## config.mk

```make
export PLATFORM = sky130hd
export DESIGN_NAME = txd_arbiter_flat
export DESIGN_NICKNAME = d
export VERILOG_FILES = /design/src/rtl/txd_arbiter_if.sv /design/src/rtl/txd_arbiter.sv /design/src/flat_wrapper.sv
export SDC_FILE = /design/constraint.sdc
export NUM_CORES = 1
export LEC_CHECK = 0
export CAP_MARGIN = 20
export CORE_MARGIN = 10
export CORE_UTILIZATION = 50
export CTS_CLUSTER_SIZE = 30
export DETAILED_ROUTE_END_ITERATION = 6
export HOLD_SLACK_MARGIN = 0.06
export PLACE_DENSITY = 0.83
export SLEW_MARGIN = 5
export SYNTH_ARGS = -nofsm -noshare
export SYNTH_HDL_FRONTEND = slang
export SYNTH_SLANG_ARGS = --single-unit
```

## constraint.sdc

```tcl
create_clock -name iCLK -period 2.1 [get_ports iCLK]
set_input_delay 0.21 -clock iCLK [delete_from_list [all_inputs] [get_ports iCLK]]
set_output_delay 0.21 -clock iCLK [all_outputs]
set_load 0.01 [all_outputs]
```

## src/rtl/txd_arbiter_if.sv

```systemverilog
// Requester/transmitter bus for txd_arbiter: per-requester byte handshakes
// on one side, the shared USB JTAG byte transmitter on the other.
interface txd_arbiter_if #(
  parameter int NUM_REQ = 4
);
  logic [NUM_REQ-1:0]   iREQ_Start;
  logic [8*NUM_REQ-1:0] iREQ_DATA;
  logic [NUM_REQ-1:0]   iREQ_Lock;
  logic [NUM_REQ-1:0]   oREQ_Done;
  logic [NUM_REQ-1:0]   oGrant;
  logic [7:0]           oTXD_DATA;
  logic                 oTXD_Start;
  logic                 iTXD_Done;

  modport slave (
    input  iREQ_Start, iREQ_DATA, iREQ_Lock, iTXD_Done,
    output oREQ_Done, oGrant, oTXD_DATA, oTXD_Start
  );

  modport master (
    output iREQ_Start, iREQ_DATA, iREQ_Lock, iTXD_Done,
    input  oREQ_Done, oGrant, oTXD_DATA, oTXD_Start
  );
endinterface

```

## src/rtl/txd_arbiter.sv

```systemverilog
// Round-robin arbiter sharing one USB JTAG byte transmitter among NUM_REQ
// readback engines, with burst lock, 4-phase done handshake and a watchdog.
module txd_arbiter #(
  parameter int              NUM_REQ = 4,
  parameter int              TO_W    = 16,
  parameter logic [TO_W-1:0] TIMEOUT = 16'hFFFF
) (
  input  logic          iCLK,
  input  logic          iRST_n,
  txd_arbiter_if.slave  bus,
  output logic          oBusy,
  output logic          oTO_Err,
  input  logic          iErr_Clr
);

  localparam int IW = (NUM_REQ > 1) ? $clog2(NUM_REQ) : 1;
  localparam logic [TO_W-1:0] TO_LAST = TIMEOUT - 1'b1;

  typedef enum logic [1:0] {
    S_IDLE,
    S_SEND,
    S_ACK,
    S_LOCKED
  } state_t;

  state_t            state_q, state_d;
  logic [IW-1:0]     gidx_q, gidx_d;
  logic [IW-1:0]     last_q, last_d;
  logic [NUM_REQ-1:0] grant_q, grant_d;
  logic [NUM_REQ-1:0] done_q, done_d;
  logic [7:0]        data_q, data_d;
  logic              start_q, start_d;
  logic [TO_W-1:0]   cnt_q, cnt_d;
  logic              err_q, err_d;

  logic [7:0]        req_byte [NUM_REQ];
  logic [IW-1:0]     rr_idx;
  logic [IW-1:0]     rr_cand;
  logic              rr_found;
  logic              timeout;

  for (genvar gi = 0; gi < NUM_REQ; gi++) begin : g_slice
    assign req_byte[gi] = bus.iREQ_DATA[8*gi +: 8];
  end

  // Search starts just after the previous owner and wraps, so the first
  // hit is the round-robin winner.
  always_comb begin
    rr_found = 1'b0;
    rr_idx   = '0;
    rr_cand  = '0;
    for (int unsigned k = 1; k <= NUM_REQ; k++) begin
      rr_cand = IW'((32'(last_q) + k) % NUM_REQ);
      if (!rr_found && bus.iREQ_Start[rr_cand]) begin
        rr_found = 1'b1;
        rr_idx   = rr_cand;
      end
    end
  end

  always_comb begin
    state_d = state_q;
    gidx_d  = gidx_q;
    last_d  = last_q;
    grant_d = grant_q;
    done_d  = done_q;
    data_d  = data_q;
    start_d = start_q;
    cnt_d   = cnt_q;
    timeout = 1'b0;

    case (state_q)
      S_IDLE: begin
        if (rr_found) begin
          gidx_d          = rr_idx;
          grant_d         = '0;
          grant_d[rr_idx] = 1'b1;
          data_d          = req_byte[rr_idx];
          start_d         = 1'b1;
          cnt_d           = '0;
          state_d         = S_SEND;
        end
      end

      S_SEND: begin
        cnt_d = cnt_q + 1'b1;
        // Done takes priority over an expiring watchdog on the same cycle.
        if (bus.iTXD_Done || (cnt_q == TO_LAST)) begin
          timeout        = !bus.iTXD_Done;
          start_d        = 1'b0;
          done_d         = '0;
          done_d[gidx_q] = 1'b1;
          state_d        = S_ACK;
        end
      end

      S_ACK: begin
        if (!bus.iREQ_Start[gidx_q]) begin
          done_d = '0;
          if (bus.iREQ_Lock[gidx_q]) begin
            state_d = S_LOCKED;
          end else begin
            last_d  = gidx_q;
            grant_d = '0;
            state_d = S_IDLE;
          end
        end
      end

      S_LOCKED: begin
        if (bus.iREQ_Start[gidx_q]) begin
          data_d  = req_byte[gidx_q];
          start_d = 1'b1;
          cnt_d   = '0;
          state_d = S_SEND;
        end else if (!bus.iREQ_Lock[gidx_q]) begin
          last_d  = gidx_q;
          grant_d = '0;
          state_d = S_IDLE;
        end
      end

      default: begin
        state_d = S_IDLE;
        grant_d = '0;
        done_d  = '0;
        start_d = 1'b0;
      end
    endcase

    err_d = err_q;
    if (iErr_Clr) err_d = 1'b0;
    if (timeout)  err_d = 1'b1;
  end

  always_ff @(posedge iCLK or negedge iRST_n) begin
    if (!iRST_n) begin
      state_q <= S_IDLE;
      gidx_q  <= '0;
      last_q  <= IW'(NUM_REQ - 1);
      grant_q <= '0;
      done_q  <= '0;
      data_q  <= '0;
      start_q <= 1'b0;
      cnt_q   <= '0;
      err_q   <= 1'b0;
    end else begin
      state_q <= state_d;
      gidx_q  <= gidx_d;
      last_q  <= last_d;
      grant_q <= grant_d;
      done_q  <= done_d;
      data_q  <= data_d;
      start_q <= start_d;
      cnt_q   <= cnt_d;
      err_q   <= err_d;
    end
  end

  assign bus.oGrant     = grant_q;
  assign bus.oREQ_Done  = done_q;
  assign bus.oTXD_DATA  = data_q;
  assign bus.oTXD_Start = start_q;
  assign oBusy          = (state_q != S_IDLE);
  assign oTO_Err        = err_q;

endmodule

```

## src/flat_wrapper.sv

```systemverilog
// flat-port wrapper written by rule: the top's interface ports become plain ports
module txd_arbiter_flat 
#(
  parameter int              NUM_REQ = 4,
  parameter int              TO_W    = 16,
  parameter logic [TO_W-1:0] TIMEOUT = 16'hFFFF
)
  (iCLK, iRST_n, oBusy, oTO_Err, iErr_Clr, bus_iREQ_Start, bus_iREQ_DATA, bus_iREQ_Lock, bus_iTXD_Done, bus_oREQ_Done, bus_oGrant, bus_oTXD_DATA, bus_oTXD_Start);
  txd_arbiter_if #(.NUM_REQ(NUM_REQ)) bus_i ();
  input  logic iCLK;
  input  logic iRST_n;
  output logic oBusy;
  output logic oTO_Err;
  input  logic iErr_Clr;
  input wire logic [$bits(bus_i.iREQ_Start)-1:0] bus_iREQ_Start;
  input wire logic [$bits(bus_i.iREQ_DATA)-1:0] bus_iREQ_DATA;
  input wire logic [$bits(bus_i.iREQ_Lock)-1:0] bus_iREQ_Lock;
  input wire logic [$bits(bus_i.iTXD_Done)-1:0] bus_iTXD_Done;
  output wire logic [$bits(bus_i.oREQ_Done)-1:0] bus_oREQ_Done;
  output wire logic [$bits(bus_i.oGrant)-1:0] bus_oGrant;
  output wire logic [$bits(bus_i.oTXD_DATA)-1:0] bus_oTXD_DATA;
  output wire logic [$bits(bus_i.oTXD_Start)-1:0] bus_oTXD_Start;
  assign bus_i.iREQ_Start = bus_iREQ_Start;
  assign bus_i.iREQ_DATA = bus_iREQ_DATA;
  assign bus_i.iREQ_Lock = bus_iREQ_Lock;
  assign bus_i.iTXD_Done = bus_iTXD_Done;
  assign bus_oREQ_Done = bus_i.oREQ_Done;
  assign bus_oGrant = bus_i.oGrant;
  assign bus_oTXD_DATA = bus_i.oTXD_DATA;
  assign bus_oTXD_Start = bus_i.oTXD_Start;
  txd_arbiter #(.NUM_REQ(NUM_REQ), .TO_W(TO_W), .TIMEOUT(TIMEOUT)) u_core (.iCLK(iCLK), .iRST_n(iRST_n), .bus(bus_i), .oBusy(oBusy), .oTO_Err(oTO_Err), .iErr_Clr(iErr_Clr));
endmodule
```

==> run metrics, run 1 <==
outcome completed; routed wire length 7.479 mm; setup bufs post-CTS 0; IO Port Bufs 62; Layout Area Growth over Synthesis 39.11%; post-synthesis cell count 260; post-synth cell types 53; reg2reg setup slack 40 ps; Clock Power Share 15.0%; effective utilization at floorplan 51.38%; ratio of cells with drive above 1 in the final layout 20.17%; cell with the most instances after synthesis dfrtp_1; Critical Path End Type register; pin count of the biggest net entering global routing 18; CTS clock-pin slew for the worst setup and hold paths 80 ps; number of enable flip-flop cells after synthesis 0; routed len/inst 17.72 um; RSZ-0062 raised after global routing false; flops & latches, synth 40; vias in the first global route 2616; placed insts 413; fin. max-slew vios 0; Avg Inst Size Synth 10.03 sq um; maximum vdd ir drop 0.6203 mV; slack of the critical path 41.34 ps; Tmin final 2059 ps; Startpoint Class register; ANT nets after route 0; ys flop type dfrtp_1; detailed-route via count 2435; die span in x 92.22 um; # rows 26; Hold Fails Final Rpt 0; CP Class reg -> reg; share of power burned in registers 27.4%; top cell type's share of synthesized area 36.47%; Reg area 0.001003 sq mm; GR Overflow Total 0; FILL cells 389; worst skew pair latency 300 ps; clk sinks 40; synth warn 0; Place WS -98.40 ps; Final GP Congestion 0.8481; final cell count without fillers 422; Setup-failing EPs final 0; cell area power density 1202 mW/mm^2; worst-margin pin slew 539.3 ps; Area contributors post-synth dfrtp_1, mux4_2, a211oi_1; combinational power share 57.6%; number of antenna diodes 0; Slew headroom 63.91%; FMAX 485.8 MHz; Syn Std Cell Area 0.002608 sq mm; Switching Fraction 39.95%; largest area contributor in the netlist dfrtp_1; HPWL Detailed 6.003 mm; drt pass-1 iters 4; io pins 63; Mapped Nets 306; core area 0.005075 sq mm; CTS buffer count 5; Power Internal 2.618 mW; vias per inst 5.770; H-Tree Depth 2; Leak 1.431 nW; FFs w/ async S/R, synth 100.0%; Worst EP required 2270 ps; CTS tree done; max cap viols 0; residual DRC count 0; register area share after synthesis 38.48%; Fin Hold WS 321.2 ps; Die ar. 0.008504 sq mm; worst-path fanout max 5; All-Layer GR Usage 18.07%; DR iter-0 viols 141; multi-input logic area 0.001503 sq mm; CP arrival 2230 ps; CTS max path bufs 2; antenna violations before repair 0; Post-synth top cells dfrtp_1, nor2_1, nand2_1; NetSw 1.741 mW; CTS root buf clkbuf_8; fin crit share 98.03%; first-pass GRT wire length 12.72 mm; Die Y 92.22 um; clk_skew 5.003 ps; Min-Delay Path Class in -> async; # nets final 397
==> critical path: stages (launching register included) <==
cell and delay (ps):
dfstp_2 580, mux2i_1 200, o22ai_1 110, or2_2 330, a2111oi_0 530, o32ai_1 170
==> flip-flops by register name, summed over array words and instances (netlist names) <==
register and count:
u_core.bus.oGrant 4, u_core.bus.oREQ_Done 4, u_core.bus.oTXD_DATA 8, u_core.bus.oTXD_Start 1, u_core.cnt_q 16, u_core.gidx_q 2
u_core.last_q 2, u_core.oTO_Err 1, u_core.state_q 2
==> kinds of logic (layout without fill, tap and decap cells) <==
family / count (synthesis) / after routing / share of synthesized area, %
flops: 40 / 40 / 38.48
compound gates: 75 / 75 / 21.74
simple gates: 85 / 85 / 16.51
buf+inv: 23 / 115 / 4.511
xor+xnor: 13 / 13 / 4.367
fa+ha+maj: 2 / 2 / 0.9595
mux: 22 / 22 / 13.44
==> layout make-up <==
class / count / area share, %
inverters: 10 / 1.035
multi-input cells: 197 / 41.43
well taps: 70 / 2.415
flip-flops and latches: 40 / 27.66
clock buffers: 5 / 1.897
clock inverters: 3 / 1.276
repair buffers: 97 / 24.28
==> metrics by stage <==
| step | TNS, ps | util, % | area [sq um] | power (mW) |
|---|---|---|---|---|
| floorplan | 0 | - | 2608 | 2.629 |
| global placement | -482.6 | 68.81 | 3492 | 3.625 |
| detailed placement | -1733 | 68.81 | 3492 | 3.695 |
| CTS | 0 | 71.28 | 3617 | 4.355 |
| global route | 0 | 71.47 | 3627 | 4.619 |
| finish | 0 | 71.47 | 3627 | 4.359 |
==> routing by layer <==
layer  up-vias  part of all wire, %  track usage (%)
li1       1151                    -                -
met1      1188                   39            19.78
met2        82                   53            32.53
met3        14                  6.8            4.890
met4         0                  1.8            6.684
met5         -                    0                0
==> placed cells by master (no fill, tap or decap), types with 3 or more instances in the layout <==
cell type        netlist  routed
a2111oi_2              1       3
a211oi_1              16      16
a21o_1                 3       3
a21oi_1                6       6
buf_4                  1      34
clkbuf_8               0       5
clkdlybuf4s50_1        0      61
dfrtp_1               38      38
inv_1                 10      10
mux2i_1               11      11
mux4_2                 9       9
nand2_1               23      23
nand2b_1               8       8
nand3_1                7       7
nand4_1                3       3
nor2_1                26      26
o21ai_0               22      22
o31a_1                 5       5
or2_2                  4       4
xnor2_1               12      12
==> timing repair <==
item	in CTS	in global routing
resized for setup	0	2
endpoints found under the hold margin	12	0
endpoints found under the setup margin	0	2
hold buffers	1	0
==> power groups by stage <==
stage / clock network [mW] / registers, mW / logic, mW
after floorplan: 0 / 1.23 / 1.40
after global placement: 0 / 1.20 / 2.43
after detailed placement: 0 / 1.20 / 2.49
after CTS: 0.658 / 1.19 / 2.50
after global routing: 0.687 / 1.22 / 2.71
final: 0.654 / 1.20 / 2.51
==> final timing paths <==
check,end,from,cells past startpoint
worst max-delay path,u_core.bus.oTXD_DATA[1],u_core.last_q[1],5
worst min-delay path,u_core.cnt_q[1],iRST_n,2
worst max register to register,u_core.bus.oTXD_DATA[1],u_core.last_q[1],5
worst min register to register,u_core.bus.oGrant[0],u_core.bus.oGrant[0],1
max in group asynchronous,u_core.last_q[0],iRST_n,3
min in group iCLK,u_core.bus.oGrant[0],u_core.bus.oGrant[0],1
No activity file was read; power rests on OpenSTA's default activity.
==> inputs of run 2 (changes only) <==
--- a/config.mk
+++ b/config.mk
@@ -6,7 +6,8 @@
 export NUM_CORES = 1
 export LEC_CHECK = 0
 export CAP_MARGIN = 20
-export CORE_MARGIN = 10
+export CORE_ASPECT_RATIO = 1.4
+export CORE_MARGIN = 5
 export CORE_UTILIZATION = 50
 export CTS_CLUSTER_SIZE = 30
 export DETAILED_ROUTE_END_ITERATION = 6
==> run metrics, run 2 (synthesized netlist as in run 1, its figures left out) <==
CTS tree done; DR iter-0 viols 109 (-23%); Hold Fails Final Rpt 0 (unchanged); ANT nets after route 0 (unchanged); Layout Area Growth over Synthesis 42.37%; CTS clock-pin slew for the worst setup and hold paths 80 ps (about the same); CTS root buf clkbuf_8; io pins 63 (unchanged); H-Tree Depth 2 (unchanged); die span in x 71.03 um (-23%); # rows 31 (+19%); number of antenna diodes 0 (unchanged); FMAX 513.1 MHz (+5.6%); GR Overflow Total 0 (unchanged); core area 0.005120 sq mm (+0.89%); HPWL Detailed 5.684 mm (-5.3%); antenna violations before repair 0 (unchanged); outcome completed; Setup-failing EPs final 0 (unchanged); Fin Hold WS 405.1 ps (+83.88 ps); RSZ-0062 raised after global routing false; Final GP Congestion 0.9629 (+14%); Die Y 95.45 um (+3.5%); Most flops, register u_core.cnt_q; CTS max path bufs 2 (unchanged); ratio of cells with drive above 1 in the final layout 22.22% (+2.1 points); clk sinks 40 (unchanged); fin. max-slew vios 0 (unchanged); cell area power density 1217 mW/mm^2 (+1.3%); Slew headroom 66.31% (+2.4 points); routed wire length 7.429 mm (-0.67%); fin area 0.003712 sq mm (+2.3%); dpl cell area 0.003517 sq mm (+0.72%); Worst EP required 2280 ps (about the same); worst skew pair latency 300 ps (about the same); Critical Path End Type register; CTS buffer count 5 (unchanged); first-pass GRT wire length 12.03 mm (-5.4%); reg2reg setup slack 150 ps (+110 ps); drt pass-1 iters 4 (unchanged); Leak 1.484 nW (+3.7%); Min-Delay Path Class in -> async; routed len/inst 17.44 um (-1.6%); Startpoint Class register; max cap viols 0 (unchanged); commonest non-fill, non-tap cells in the layout clkdlybuf4s50_1, buf_4, dfrtp_1; Tmin final 1949 ps (-109.6 ps); Die ar. 0.006779 sq mm (-20%); All-Layer GR Usage 22.77% (+4.7 points); effective utilization at floorplan 50.93% (-0.45 points); worst-path fanout max 11 (+6); Place WS -150.1 ps (-51.70 ps); slack of the critical path 151.0 ps (+109.6 ps); Largest register FFs 16 (unchanged); residual DRC count 0 (unchanged); CP arrival 2130 ps (-100 ps); pin count of the biggest net entering global routing 22 (+4); FILL cells 378 (-2.8%); most common cell after layout, fill and taps aside clkdlybuf4s50_1; clk_skew 6.917 ps (+1.915 ps); worst-margin pin slew 505.3 ps (-34.03 ps); detailed-route via count 2495 (+2.5%); vias in the first global route 2649 (+1.3%); maximum vdd ir drop 0.8475 mV (+37%); # nets final 405 (+2.0%); CP Class reg -> reg; IO Port Bufs 62 (unchanged); Design Power 4.519 mW (+3.7%); vias per inst 5.857 (+1.5%); fin crit share 92.81% (-5.2 points)
==> run 2: changes by cell type in the layout (fill, tap and decap cells not counted), moves of 2 or more <==
cell       change
a2111oi_1      +3
clkbuf_8       +2
buf_4          +8
a2111oi_0      -2
==> run 2: worst paths after layout <==
kind,startpoint,end,cells past startpoint
worst min register to register,u_core.bus.oGrant[0],u_core.bus.oGrant[0],1
max in group asynchronous,iRST_n,u_core.last_q[1],3
worst max register to register,u_core.gidx_q[0],u_core.cnt_q[5],6
min in group iCLK,iErr_Clr,u_core.oTO_Err,2
worst min-delay path,iRST_n,u_core.bus.oREQ_Done[2],2
worst max-delay path,u_core.gidx_q[0],u_core.cnt_q[5],6
==> run 2: timing repair <==
item	CTS	global route
hold endpoints to repair	18	0
resized for setup	0	7
setup endpoints to repair	0	6
setup buffers	0	4
hold buffers	1	0
==> run 2: stage by stage <==
stage	setup TNS, ps	utilization [%]	std cells
5_1_grt	0	72.51	426
2_1_floorplan	0	-	260
3_3_place_gp	-861.4	68.70	413
6_report	0	72.51	426
4_1_cts	0	71.36	422
3_5_place_dp	-1545	68.70	413
==> run 2: report_power, final <==
group / switching [mW] / internal [mW] / total (mW)
sequential: 0.176 / 1.02 / 1.19
clock: 0.279 / 0.420 / 0.698
combinational: 1.31 / 1.32 / 2.63
==> run 2: critical path: stages, from the launching register on <==
cell      delay [ps]
dfrtp_1          410
mux4_2           610
o21ai_4          300
buf_4            190
a211oi_1          80
xnor2_1          170
nor2_1            70
==> run 2: cell type report <==
type,instances,area [sq um],share of cell area [%]
Timing Repair Buffer,105,940.9,25.35
Multi-Input combinational cell,197,1521,40.98
Tap cell,66,82.58,2.224
Clock buffer,7,96.34,2.595
Sequential cell,40,1003,27.03
Clock inverter,1,30.03,0.8089
Inverter,10,37.54,1.011
==> run 2: routing by layer <==
metal  up-vias  track usage (%)  part of all wire [%]
met2        84            43.34                    55
met4         0            10.97                   3.2
met1      1223            23.58                    37
met3        24            4.430                   4.8
met5         -                0                     0
li1       1164                -                     -
==> inputs of run 3 (changes only) <==
--- a/config.mk
+++ b/config.mk
@@ -9,7 +9,6 @@
 export CORE_ASPECT_RATIO = 1.4
 export CORE_MARGIN = 5
 export CORE_UTILIZATION = 50
-export CTS_CLUSTER_SIZE = 30
 export DETAILED_ROUTE_END_ITERATION = 6
 export HOLD_SLACK_MARGIN = 0.06
 export PLACE_DENSITY = 0.83
==> results of run 3 <==
The final DEF is identical to that of run 2; final timing and power are the same.
